**config.mk**
```make
export PLATFORM = sky130hd
export DESIGN_NAME = i2s_frame_transmitter
export DESIGN_NICKNAME = d
export VERILOG_FILES = /design/src/rtl/audio_pkg.sv /design/src/rtl/i2s_bclk_generator.sv /design/src/rtl/i2s_frame_transmitter.sv
export SDC_FILE = /design/constraint.sdc
export NUM_CORES = 1
export LEC_CHECK = 0
export ABC_CLOCK_PERIOD_IN_PS = 1800
export BUFFER_PORTS_ARGS = -buffer_cell sky130_fd_sc_hd__buf_2
export CAP_MARGIN = 10
export CORE_ASPECT_RATIO = 1.2
export CORE_MARGIN = 5
export CORE_UTILIZATION = 54
export CTS_CLUSTER_SIZE = 16
export DETAILED_ROUTE_END_ITERATION = 16
export PLACE_DENSITY_LB_ADDON = 0.2
export SLEW_MARGIN = 30
export SYNTH_ARGS = -nofsm -noshare
export SYNTH_HDL_FRONTEND = slang
export SYNTH_SLANG_ARGS = --single-unit
export TNS_END_PERCENT = 1
```
**constraint.sdc**
```tcl
create_clock -name clk -period 1.8 [get_ports clk]
set_input_delay 0.45 -clock clk [delete_from_list [all_inputs] [get_ports clk]]
set_output_delay 0.45 -clock clk [all_outputs]
set_load 0.05 [all_outputs]
```
**src/rtl/audio_pkg.sv**
```systemverilog
// Shared audio constants for the I2S output path: default sample width and
// the I2S framing polarities used by the transmitter.
package audio_pkg;

    localparam int   AUDIO_WIDTH = 16;

    // lrclk level while the left slot is on the wire; right slot is the inverse.
    localparam logic LRCLK_LEFT  = 1'b0;
    localparam logic LRCLK_RIGHT = 1'b1;

    // Samples leave the shift register MSB first.
    localparam bit   MSB_FIRST   = 1'b1;

endpackage

```
**src/rtl/i2s_bclk_generator.sv**
```systemverilog
// I2S bit-clock generator: divides clk down to sclk and flags the clk cycle
// on which sclk is about to rise or fall, so the frame logic can act on the
// same clk edge that moves sclk.
module i2s_bclk_generator #(
    parameter int bclk_div = 4
) (
    input  logic clk,
    input  logic reset_n,
    output logic sclk,
    output logic sclk_rise,
    output logic sclk_fall
);

    localparam int              DIV_W    = (bclk_div > 1) ? $clog2(bclk_div) : 1;
    localparam logic [DIV_W-1:0] DIV_LAST = DIV_W'(bclk_div - 1);

    logic [DIV_W-1:0] div_cnt;
    logic             wrap;

    assign wrap      = (div_cnt == DIV_LAST);
    assign sclk_rise = wrap & ~sclk;
    assign sclk_fall = wrap &  sclk;

    // Half-period counter; sclk toggles on the wrap cycle.
    always_ff @(posedge clk or negedge reset_n) begin
        if (!reset_n) begin
            div_cnt <= '0;
            sclk    <= 1'b0;
        end else begin
            div_cnt <= wrap ? '0 : div_cnt + DIV_W'(1);
            if (wrap) begin
                sclk <= ~sclk;
            end
        end
    end

endmodule

```
**src/rtl/i2s_frame_transmitter.sv**
```systemverilog
// I2S master transmitter. Buffers one left/right pair from the upstream
// serializer and launches it atomically at the start of a frame. A frame that
// starts without a complete pair goes out silent and raises a one-clk
// underrun pulse; any half-pair already held waits for the next frame.
module i2s_frame_transmitter
    import audio_pkg::*;
#(
    parameter int audio_width = AUDIO_WIDTH,
    parameter int slot_width  = 32,
    parameter int bclk_div    = 4
) (
    input  logic                   clk,
    input  logic                   reset_n,
    input  logic                   i_valid,
    output logic                   i_ready,
    input  logic                   i_is_left,
    input  logic [audio_width-1:0] i_audio,
    output logic                   sclk,
    output logic                   lrclk,
    output logic                   sdata,
    output logic                   o_underrun
);

    localparam int               FRAME_BITS = 2 * slot_width;
    localparam int               CNT_W      = $clog2(FRAME_BITS);
    localparam int               PAD        = slot_width - audio_width;
    localparam logic [CNT_W-1:0] LAST_BIT   = CNT_W'(FRAME_BITS - 1);
    localparam logic [CNT_W-1:0] LEFT_LAST  = CNT_W'(slot_width - 1);

    logic                   sclk_rise;
    logic                   sclk_fall;
    logic [audio_width-1:0] left_q;
    logic [audio_width-1:0] right_q;
    logic                   left_full;
    logic                   right_full;
    logic                   pair_ready;
    logic [CNT_W-1:0]       bit_cnt;
    logic [CNT_W-1:0]       next_bit;
    logic                   frame_start;
    logic [FRAME_BITS-1:0]  shift_q;
    logic [slot_width-1:0]  left_slot;
    logic [slot_width-1:0]  right_slot;

    i2s_bclk_generator #(
        .bclk_div (bclk_div)
    ) u_bclk (
        .clk       (clk),
        .reset_n   (reset_n),
        .sclk      (sclk),
        .sclk_rise (sclk_rise),
        .sclk_fall (sclk_fall)
    );

    // Samples sit MSB-aligned in their slot with zero padding below.
    assign left_slot   = slot_width'(left_q)  << PAD;
    assign right_slot  = slot_width'(right_q) << PAD;

    assign pair_ready  = left_full & right_full;
    assign next_bit    = (bit_cnt == LAST_BIT) ? '0 : bit_cnt + CNT_W'(1);
    assign frame_start = sclk_fall && (next_bit == '0);

    // Ready depends only on the tag presented, so a stalled left never blocks a right.
    assign i_ready = i_is_left ? ~left_full : ~right_full;

    // Pair buffer: a load empties both halves; acceptance cannot coincide with a load
    // because a load needs both flags set, which holds i_ready low for either tag.
    always_ff @(posedge clk or negedge reset_n) begin
        if (!reset_n) begin
            left_q     <= '0;
            right_q    <= '0;
            left_full  <= 1'b0;
            right_full <= 1'b0;
        end else if (frame_start && pair_ready) begin
            left_full  <= 1'b0;
            right_full <= 1'b0;
        end else if (i_valid && i_ready) begin
            if (i_is_left) begin
                left_q    <= i_audio;
                left_full <= 1'b1;
            end else begin
                right_q    <= i_audio;
                right_full <= 1'b1;
            end
        end
    end

    // Bit counter, word select and serial data all advance on falling sclk so the
    // receiver sees stable lrclk/sdata on the rising edge.
    always_ff @(posedge clk or negedge reset_n) begin
        if (!reset_n) begin
            bit_cnt    <= LAST_BIT;
            shift_q    <= '0;
            lrclk      <= LRCLK_LEFT;
            sdata      <= 1'b0;
            o_underrun <= 1'b0;
        end else begin
            o_underrun <= 1'b0;
            if (sclk_fall) begin
                bit_cnt <= next_bit;
                // lrclk switches one bit early: it leads each slot's MSB by one sclk.
                if (next_bit == LEFT_LAST) begin
                    lrclk <= LRCLK_RIGHT;
                end else if (next_bit == LAST_BIT) begin
                    lrclk <= LRCLK_LEFT;
                end
                if (next_bit == '0) begin
                    if (pair_ready) begin
                        shift_q <= {left_slot, right_slot};
                        sdata   <= left_slot[slot_width-1];
                    end else begin
                        shift_q    <= '0;
                        sdata      <= 1'b0;
                        o_underrun <= 1'b1;
                    end
                end else begin
                    shift_q <= shift_q << 1;
                    sdata   <= shift_q[FRAME_BITS-2];
                end
            end
        end
    end

    // The divider can never announce a rise and a fall in the same cycle.
    assert property (@(posedge clk) disable iff (!reset_n) !(sclk_rise && sclk_fall));

endmodule

```
# Yosys cells after proc, flatten, opt, wreduce, memory -nomap -nowiden

Cells that the tools add are included.

Input bits: 20
Word-level logic and storage cells: 55
Bits in registers: 109

Eq/ne operators: 5
Reductions and logical operators: 12
Muxes and demuxes: 18
Bitwise operators: 7
Add/subtract/negate cells: 2

Operators by type and width:

| cell                | count |
|---|---|
| $mux 63             | 2 |
| $mux 1              | 14 |
| $eq 6x6->1 const B  | 2 |
| $add 6x1->6 const B | 1 |
| $eq 6x5->1 const B  | 1 |
| $logic_not 6->1     | 1 |
| $mux 6              | 1 |
| $reduce_and 2->1    | 3 |
| $reduce_and 3->1    | 2 |
| $reduce_bool 2->1   | 3 |
| $not 1->1           | 5 |
| $logic_and 1x1->1   | 3 |
| $add 2x1->2 const B | 1 |
| $and 1x1->1         | 2 |
| $eq 2x2->1 const B  | 1 |
| $mux 2              | 1 |
| $ne 2x1->1 const B  | 1 |

# Logic depth before layout (Yosys ltp)

Gate-level depths: netlist of the first run.

Depth after elaboration: 7
Mapped depth: 7

# Cells and area by module

From an unflattened synthesis of the first run, not the netlist that was laid out.

Cell total of the unflattened synthesis: 278
Area, all modules: 3,881.2 um^2

Modules (own cells, without submodules):

| module                | area each (um^2) | seq. area each (um^2) | cells each | instances |
|---|---|---|---|---|
| i2s_frame_transmitter | 3,764.9          | 2,259.7               | 270        | 1 |
| i2s_bclk_generator    | 116.4            | 75.1                  | 8          | 1 |

# Worst setup path before layout of the first run

No wires, ideal clock.

Kind: register to register
Start point: register bit_cnt[0]
End point: register shift_q[17]
Path slack: -0.039 ns
Cell stages (with the launch flop): 7
Arrival time: 1.759 ns
Setup time: 0.079 ns
Path through: dfstp_2 -> ha_1 -> nor4b_2 -> mux2_4 -> o21ai_4 -> buf_12 -> mux2i_1

Cells in the longest elaborated chain, start to end: 4
Elaborated cells between the ends (all ways): 5
Classes of those cells: add/sub (1); eq/ne (1); mux (2); reduce/logical (1)

Ends and longest elaborated chain:

| item                                             | line                         | text |
|---|---|---|
| start: declaration                               | i2s_frame_transmitter.sv:37  | `logic [CNT_W-1:0] bit_cnt;` |
| start signal: assignment                         | i2s_frame_transmitter.sv:99  | `bit_cnt <= next_bit;` |
| $add 6x1->6 / $eq 6x6->1 (equally long branches) | i2s_frame_transmitter.sv:59  | `assign next_bit = (bit_cnt == LAST_BIT) ? '0 : bit_cnt + CNT_W'(1);` |
| $mux 6 (*)                                       | i2s_frame_transmitter.sv:59  |  |
| $logic_not 6->1 (*)                              | i2s_frame_transmitter.sv:106 | `if (next_bit == '0) begin` |
| $mux 63 (*)                                      | i2s_frame_transmitter.sv:106 |  |
| end signal: assignment                           | i2s_frame_transmitter.sv:108 | `shift_q <= {left_slot, right_slot};` |
| end signal: assignment                           | i2s_frame_transmitter.sv:116 | `shift_q <= shift_q << 1;` |
| end: declaration                                 | i2s_frame_transmitter.sv:40  | `logic [FRAME_BITS-1:0] shift_q;` |

Mark *: on every way between the ends. The rest lies on a longest branch, timed or not.
A chain may end at the register's enable or synchronous reset.

# Final worst setup path of the first run

Start point: register bit_cnt[0]
End point: register shift_q[62]

Same word-level chain as after synthesis.

==> results of run 1 <==
## cells by family (layout without fill, tap and decap cells)
| family | after synthesis | count (layout) | synth area share, % |
|---|---|---|---|
| xor gates and xnor gates | 5 | 5 | 1.048 |
| DFF | 93 | 93 | 55.90 |
| buffers and inverters | 20 | 64 | 3.415 |
| and+or+nand+nor | 89 | 89 | 9.227 |
| muxes | 98 | 98 | 24.60 |
| adders and majority gates | 4 | 4 | 1.198 |
| AOI/OAI and AO/OA | 30 | 30 | 4.614 |
## per-layer routing
layer	up-vias	global-route usage (%)	share of wire (%)
met4	0	7.553	2.5
met5	-	0	0
met1	1241	19.19	44
met2	32	27.25	51
met3	17	4.034	3.2
li1	1242	-	-
## placed cells by master (no fill, tap or decap), drive strengths merged, types with 2 or more instances in the layout
master	netlist	final
dfrtp	87	87
nand2	73	73
mux2i	64	64
buf	9	45
mux2	34	34
a21oi	18	18
clkbuf	10	13
dfstp	6	6
o21ai	6	6
xnor2	4	4
ha	4	4
and3	4	4
nand3	3	3
clkinv	0	3
inv	1	3
nor2	2	2
nor3	2	2
and2	2	2
## worst max-delay path by stage
stage | from | end | cells past startpoint
2_1_floorplan | bit_cnt[0] | shift_q[17] | 5
3_3_place_gp | bit_cnt[1] | shift_q[20] | 5
3_5_place_dp | bit_cnt[0] | shift_q[51] | 5
4_1_cts | bit_cnt[0] | shift_q[62] | 5
5_1_grt | bit_cnt[0] | shift_q[62] | 6
6_report | bit_cnt[0] | shift_q[62] | 6
## cells in the mapped netlist (all sizes together) (2+ instances only)
cell type	number	area, µm²
nand2	73	274.0
nand3	3	15.01
buf	9	92.59
xnor2	4	35.03
and2	2	12.51
nor2	2	7.510
mux2i	64	640.6
a21oi	18	90.09
o21ai	6	41.29
and3	4	31.28
nor3	2	10.01
dfstp	6	157.7
dfrtp	87	2177
clkbuf	10	46.29
mux2	34	386.6
ha	4	50.05
## worst register-to-register path, cell delays in order, from the launching register on
cell	delay (ps)
dfstp_2	580
and3_4	210
mux2_4	320
o21ai_4	170
buf_12	150
buf_12	130
mux2i_1	220
## power by group through the flow
stage               Combinational, mW  Sequential [mW]  Clock (mW)
global placement                0.498             2.51           0
detailed placement              0.522             2.52           0
CTS                             0.521             2.47        1.32
finish                          0.506             2.47        1.26
global route                    0.575             2.50        1.40
floorplan                       0.369             2.47           0
## timing repair
action / 4_1_cts / 5_1_grt
pin swaps: 1 / 3
hold endpoints to repair: 0 / 0
resized for setup: 0 / 4
gates cloned: 0 / 2
endpoints found under the setup margin: 31 / 33
buffers inserted: 0 / 2
## state kept, by name, summed over array words and instances, names as in the netlist, 2 cells and up
signal,cells
bit_cnt,6
shift_q,47
u_bclk.div_cnt,2
right_q,16
left_q,16
## final cells by class
cell class	count	area, µm²
Timing Repair Buffer	47	425.4
Sequential cell	93	2335
Tap cell	92	115.1
Multi-Input combinational cell	226	1718
Fill cell	628	2848
Clock inverter	5	43.79
Inverter	1	3.754
Clock buffer	11	131.4
## through the flow
step / std cells / hold WS (ps) / util, % / total power, mW
floorplan: 339 / 154.4 / - / 2.836
global placement: 455 / 413.4 / 59.15 / 3.005
detailed placement: 455 / 418.7 / 59.15 / 3.038
CTS: 471 / 133.1 / 61.45 / 4.311
global route: 475 / 136.2 / 62.63 / 4.479
finish: 475 / 113.2 / 62.63 / 4.239
==> flow_summary.ini, run 1 <==
[run_status]
status = finished with violations
violations = setup timing

[final_layout]
num_antenna_cells = 0
fin_area_um2 = 4772
drive_gt1_share_pct = 28.98
fin_nets = 402
areaGrowthSynthToFinish_pct = 14.26

[global_route]
grt_pass1_vias = 2716
grt_usage_pct = 16.09
grt_max_degree = 94
gr-total-overflow = 0
antenna_found_initial = 0
grt_pass1_wl_um = 12600

[drt]
drt_iter0_drc = 110
routed_wl_um = 7237
ant_nets = 0
wl_per_cell_um = 15.24
post_drt_via_cell_ratio = 5.331
num_vias = 2532
dr.pass1.iters = 4
drc = 0

[logic_synthesis]
synth.ff_latch_count = 93
synthFlopType = dfrtp_1
syn_area_um2 = 4177
ys_warn_count = 0
ys_seq_area_share_pct = 55.90
synth-edff-count = 0
synth_nets = 363
synth_async_sr_flop_share_pct = 100.0
netlist-cell-type-count = 36
synthCells = 339
syn_area_per_cell_um2 = 12.32

[critical_path]
crit_type = flip-flop to flip-flop
worstPathRequired_ps = 2070
path_buf_inv = 2
cpMostUsedCell = buf_12
r2r_slack_ps = -70
cp-start-kind = flip-flop
r2r-end = shift_q[62]
crit_chain = and3_4 -> mux2_4 -> o21ai_4 -> buf_12 -> buf_12 -> mux2i_1
worstReg2RegStart = bit_cnt[0]
slowest_stage = dfstp_2
reg2reg_depth = 6
endpoint_kind = flip-flop
cp.arrival_ps = 2140
cp_top_family = flip-flops
max_stage_delay_ps = 580
crit_fanout = 7

[clocking]
insertion_delay_ps = 360
clockRootBuffer = clkbuf_8
h-tree-depth = 3
cts_buffer_depth = 2
hold_buffers = 0
cts_tree = yes
cts_sinks = 93
cts_buffers = 9
clkTransAtPathRegs_ps = 90

[timing]
relSlewSlack_pct = 67.30
worst_pin_slew_ps = 490.4
slew_violations = 0
post-route-min-period_ps = 1875
fin_skew_ps = 10.80
tns_ps = -709.9
hold_viol_final = 0
max_freq_mhz = 533.5
period_share_pct = 104.1
setup_viol = 28
rsz0062_at_grt = true
fin_ws_ps = -74.52

[power_and_ir_drop]
p_int_mw = 3.128
p_switching_mw = 1.111
clockPowerShare_pct = 29.8
p_leak_nw = 2.347
p_seq_share_pct = 58.3
combinationalPowerShare_pct = 11.9
p_sw_share_pct = 26.20
peakVddDrop_mv = 0.6031
power_density_nw_per_um2 = 888.2

[hold_path]
min_path_type = input pin to async pin

[die]
core_area_um2 = 7620
row_count = 35
die_area_um2 = 9600
die_height_um = 106.3
start_util_pct = 54.81
die_w_um = 90.28
ios = 25

[placement]
place_area_um2 = 4507
port_buffers = 24
place_ws_ps = -46.91
dpl.hpwl_um = 4681
place.gp.congestion = 0.8225

[job]
drv_cap = 0
(Power assumes the default switching activity.)
==> run 2, diff against run 1 <==
Settings changed: ABC_AREA from default to 1.
==> run 2 against run 1 <==
The flow still finishes with violations (setup timing); first-iteration DRC count grew 56%; utilization grew 1.6 points; synthesized area grew 2.2%; cell count grew 40%; combinational power shrank 11%; clock power grew 23%; total power grew 8.4%; cell area grew 3.7%; sequential share of layout area shrank 1.8 points; clock skew grew 1.3 ps; largest power group unchanged.
==> flow_summary.ini, run 2 <==
[logic_synthesis]
synthFlopType = dfrtp_1
synth_async_sr_flop_share_pct = 100.0
ys_seq_area_share_pct = 54.72
synthMostInstantiatedCell = nand2_1
synth_top_family_by_area = simple AND/OR/NAND/NOR gates
synth-adder-area-share_pct = 1.173
synth.top_cells.by_area = dfrtp_1 (51%), nand2_1 (14%), o21ai_0 (9.6%), inv_1 (7.3%), nand3_1 (4.7%)
netlist_top_cells_count = nand2_1 (164), dfrtp_1 (87), inv_1 (83)
ys_warn_count = 0
synth-edff-count = 0
synth-compound-area-share_pct = 9.912
synthCells = 536
synth-xor-area-share_pct = 0.2053
syn_area_um2 = 4267
syn_area_per_cell_um2 = 7.960
netlist-cell-type-count = 23
synthMuxAreaShare_pct = 0.7038
synthSimpleGateAreaFrac_pct = 22.64
synth.top_cell.area_share_pct = 51.03
synth.ff_latch_count = 93
synth_top_area_cell = dfrtp_1
synth_nets = 560

[critical_path]
cp-start-kind = flip-flop
reg2reg_depth = 9
worstPathRequired_ps = 2100
cp_top_family = simple AND/OR/NAND/NOR gates
r2r-end = shift_q[26]
cp.arrival_ps = 2160
crit_type = flip-flop to flip-flop
worstReg2RegStart = bit_cnt[0]
r2r_slack_ps = -60
max_stage_delay_ps = 570
slowest_stage = dfstp_2
endpoint_kind = flip-flop
crit_fanout = 7
crit_chain = ha_4 -> nand4_1 -> a21oi_2 -> nand3_2 -> nor2_4 -> buf_6 -> clkbuf_16 -> nand3_1 -> nand2_1
path_buf_inv = 2
cp.depth = 9

[clocking]
clkTransAtPathRegs_ps = 90
clockRootBuffer = clkbuf_8
cts_tree = yes
insertion_delay_ps = 360
cts_buffer_depth = 2
cts_buffers = 9
cts_sinks = 93
h-tree-depth = 3

[placement]
port_buffers = 24
place_ws_ps = -90.46
place_area_um2 = 4574
dpl.hpwl_um = 5294
place.gp.congestion = 0.8596

[drt]
wl_per_cell_um = 12.74
routed_wl_um = 8475
num_vias = 3362
drc = 0
drt_iter0_drc = 172
dr.pass1.iters = 5
post_drt_via_cell_ratio = 5.056
ant_nets = 0

[timing]
worst_pin_slew_ps = 512.1
fin_skew_ps = 12.10
period_share_pct = 103.6
rsz0062_at_grt = true
slew_violations = 0
setup_viol = 12
post-route-min-period_ps = 1865
max_freq_mhz = 536.3
tns_ps = -553.6
hold_viol_final = 0
fin_ws_ps = -64.60
relSlewSlack_pct = 65.65

[run_status]
violations = setup timing
status = finished with violations

[final_layout]
num_antenna_cells = 0
final_common_cell = nand2_1
largest_reg_flops = 47
drive_gt1_share_pct = 14.83
reg.largest.list = shift_q (47), left_q (16), right_q (16)
fin_nets = 592
utilization_pct = 64.24
areaGrowthSynthToFinish_pct = 16.04
regMostFlops = shift_q
fin_area_um2 = 4951
layout_common_cells = nand2_1 (162), dfrtp_1 (87), inv_1 (82), o21ai_0 (81), nand3_1 (37)
fillers = 664

[power_and_ir_drop]
power_density_nw_per_um2 = 928.1
peakVddDrop_mv = 0.8793
p_leak_nw = 2.898

[global_route]
grt_pass1_vias = 3287
gr-total-overflow = 0
antenna_found_initial = 0
grt_usage_pct = 18.77
grt_pass1_wl_um = 15100
grt_max_degree = 45

[die]
row_count = 35
start_util_pct = 55.36
die_area_um2 = 9786
die_height_um = 107.4
core_area_um2 = 7707
ios = 25
die_w_um = 91.15

[job]
drv_cap = 0

[hold_path]
min_path_type = input pin to async pin
[run 2: changes by cell type in the layout (fill, tap and decap cells not counted), moves of 3 or more]
cell,before,now
nand2_2,0,3
a21oi_1,18,0
mux2_2,33,0
nand3_1,3,37
o21ai_0,5,81
nor2_2,0,3
nand2_1,73,162
nand3_2,0,4
nor2_1,2,25
mux2i_1,63,3
inv_1,1,82
xnor2_1,4,0
[run 2: metrics by stage]
| step | hold slack (ps) | std cells | total power, mW |
|---|---|---|---|
| after floorplan | 154.4 | 536 | 2.847 |
| after global placement | 404.6 | 643 | 3.058 |
| after detailed placement | 408.7 | 643 | 3.076 |
| after CTS | 9.922 | 662 | 4.632 |
| after global routing | 21.56 | 665 | 4.860 |
| final | 8.131 | 665 | 4.595 |
[run 2: worst max-delay path by stage]
stage                        endpoint        from
after detailed placement        sdata  bit_cnt[0]
after floorplan           shift_q[38]  bit_cnt[0]
after global routing            sdata  bit_cnt[0]
final                     shift_q[26]  bit_cnt[0]
after global placement      left_full  bit_cnt[0]
after CTS                 shift_q[55]  bit_cnt[1]
[run 2: cell type report]
class	instances	area, µm²	share of cell area, %
Clock buffer	11	141.4	2.856
Clock inverter	5	82.58	1.668
Inverter	85	319.1	6.444
Multi-Input combinational cell	330	1524	30.78
Sequential cell	93	2335	47.16
Tap cell	92	115.1	2.325
Timing Repair Buffer	49	434.2	8.769
[run 2: logic make-up after synthesis]
group,Yosys count
AOI/OAI and AO/OA,84
xor gates and xnor gates,1
adders and majority gates,4
buffers and inverters,113
DFF,93
muxes,3
and+or+nand+nor,238
[run 2: repair_timing]
action	CTS	global route
hold buffers	0	0
pin swaps	4	9
hold endpoints to repair	0	0
gates resized for setup	9	9
gates cloned	1	1
setup buffers	2	3
endpoints found under the setup margin	48	51
[run 2: worst register-to-register path, delay by kind of cell (launching register included)]
| family | cells | cell delay (ps) |
|---|---|---|
| AND/OR/NAND/NOR | 5 | 590 |
| flip-flops | 1 | 570 |
| buffers and inverters | 2 | 290 |
| adder cells (fa/ha/maj) | 1 | 160 |
| AO/OA/AOI/OAI | 1 | 190 |
[run 2: routing by layer]
| metal | track usage [%] | part of all wire [%] |
|---|---|---|
| met1 | 25.83 | 47 |
| met2 | 29.59 | 47 |
| met3 | 4.545 | 4.5 |
| met4 | 5.556 | 1.4 |
| met5 | 0 | 0 |
[run 2: power by group]
part	internal, mW	total (mW)	leakage [nW]	switching, mW
Combinational	0.173	0.451	1.57	0.278
Clock	0.826	1.55	0.114	0.728
Sequential	2.39	2.59	1.22	0.204
==> run 3, diff against run 2 <==
Settings changed: PLACE_DENSITY_LB_ADDON 0.2 to 0.3.
==> run 3 against run 2 <==
The flow still finishes with violations (setup timing); critical path depth did not move; largest cell class unchanged; die area is the same; setup slack improved by 15 ps; highest routed layer unchanged.
==> flow_summary.ini, run 3 (same netlist as run 2, synthesis figures left out) <==
[critical_path]
cp.arrival_ps = 2140
path_buf_inv = 2
crit_chain = ha_4 -> nand4_1 -> a21oi_2 -> nand3_2 -> nor2_4 -> buf_6 -> buf_12 -> nand3_1 -> nand2_1
slowest_stage = dfstp_2
max_stage_delay_ps = 570
crit_fanout = 6
crit_type = flip-flop to flip-flop
worstPathRequired_ps = 2090
cp_top_family = simple AND/OR/NAND/NOR gates
endpoint_kind = flip-flop
cp-start-kind = flip-flop

[power_and_ir_drop]
power_density_nw_per_um2 = 877.1
power.total_mw = 4.425
peakVddDrop_mv = 0.9344
p_leak_nw = 2.904

[placement]
place_area_um2 = 4552
port_buffers = 24
place_ws_ps = -79.04
place.gp.congestion = 0.8180
dpl.hpwl_um = 5128

[timing]
post-route-min-period_ps = 1850
worst_pin_slew_ps = 440.0
fin_skew_ps = 8.314
max_freq_mhz = 540.5
tns_ps = -564.3
setup_viol = 28
period_share_pct = 102.8
rsz0062_at_grt = true
fin_ws_ps = -49.98
relSlewSlack_pct = 70.67
slew_violations = 0
hold_viol_final = 0
fin_hold_ws_ps = 344.3

[drt]
num_vias = 3436
wl_per_cell_um = 13.51
ant_nets = 0
dr.pass1.iters = 5
post_drt_via_cell_ratio = 5.159
routed_wl_um = 9000
drc = 0
drt_iter0_drc = 220

[final_layout]
num_antenna_cells = 0
fillers = 621
layout_common_cells = nand2_1 (160), dfrtp_1 (87), inv_1 (83), o21ai_0 (80)
areaGrowthSynthToFinish_pct = 18.24
final_common_cell = nand2_1
reg.largest.list = shift_q (47), left_q (16), right_q (16)
largest_reg_flops = 47
fin_area_um2 = 5045
regMostFlops = shift_q
multi_input_area_um2 = 1592
drive_gt1_share_pct = 17.42
fin_nets = 594
ff_latch_area_um2 = 2335

[clocking]
cts_buffer_depth = 2
clockRootBuffer = clkbuf_8
cts_tree = yes
cts_sinks = 93
h-tree-depth = 3
clkTransAtPathRegs_ps = 90
cts_buffers = 9
insertion_delay_ps = 360

[hold_path]
min_path_type = input pin to flip-flop

[global_route]
gr-total-overflow = 0
antenna_found_initial = 0
grt_usage_pct = 18.20
grt_max_degree = 41
grt_pass1_vias = 3188
grt_pass1_wl_um = 14650

[run_status]
violations = setup timing
status = finished with violations

[job]
drv_cap = 0

[die]
start_util_pct = 55.36
core_area_um2 = 7707
die_height_um = 107.4
ios = 25
row_count = 35
die_area_um2 = 9786
die_w_um = 91.15
run 3: cell count changes in the layout (fill, tap and decap cells not counted), sizes merged:
| cell | change |
|---|---|
| buf | -2 |
| clkinv | +2 |
| bufinv | -1 |
| clkbuf | +1 |
| clkinvlp | +1 |
| dlygate4sd3 | +1 |
| inv | -1 |
run 3: metal layers:
metal	vias up	global-route usage, %	routed length, µm
li1	1714	-	-
met1	1599	25.12	3868
met2	108	28.61	4546
met3	15	3.147	461
met4	0	7.338	123
met5	-	0	0
run 3: what timing repair did:
| action | in CTS | in global routing |
|---|---|---|
| hold buffers | 1 | 0 |
| resized for setup | 9 | 24 |
| endpoints found under the setup margin | 37 | 51 |
| pin swaps | 3 | 21 |
| gates cloned | 1 | 5 |
| endpoints found under the hold margin | 17 | 0 |
| buffers inserted | 1 | 4 |
run 3: per-stage QoR:
| step | utilization, % | instances |
|---|---|---|
| floorplan | - | 536 |
| global placement | 59.06 | 640 |
| detailed placement | 59.06 | 640 |
| CTS | 62.74 | 658 |
| global route | 65.45 | 666 |
| finish | 65.45 | 666 |
run 3: worst paths after layout:
path	startpoint	end	slack (ps)	cells after the start
max	bit_cnt[1]	shift_q[53]	-50	9
min	i_audio[3]	right_q[3]	340	3
max reg2reg	bit_cnt[1]	shift_q[53]	-50	9
min reg2reg	u_bclk.div_cnt[0]	u_bclk.div_cnt[0]	430	1
max in group asynchronous	reset_n	bit_cnt[0]	730	3
min in group asynchronous	reset_n	shift_q[37]	530	2
run 3: layout make-up:
type,instances,share of cell area [%]
Sequential cell,93,46.28
Multi-Input combinational cell,330,31.55
Timing Repair Buffer,51,9.821
Inverter,85,6.324
Clock buffer,9,2.455
Tap cell,92,2.282
Clock inverter,6,1.290
run 3: worst reg2reg max path: cells and delay by family (launching register included):
family,cells,cell delay [ps]
adders and majority gates,1,170
and+or+nand+nor,5,610
AOI/OAI and AO/OA,1,180
buffers and inverters,2,240
DFF,1,570
run 3: where the power goes:
part | total (mW) | switching [mW] | internal, mW
clock | 1.35 | 0.716 | 0.634
sequential | 2.61 | 0.223 | 2.39
combinational | 0.465 | 0.298 | 0.167
total | 4.42 | 1.24 | 3.19
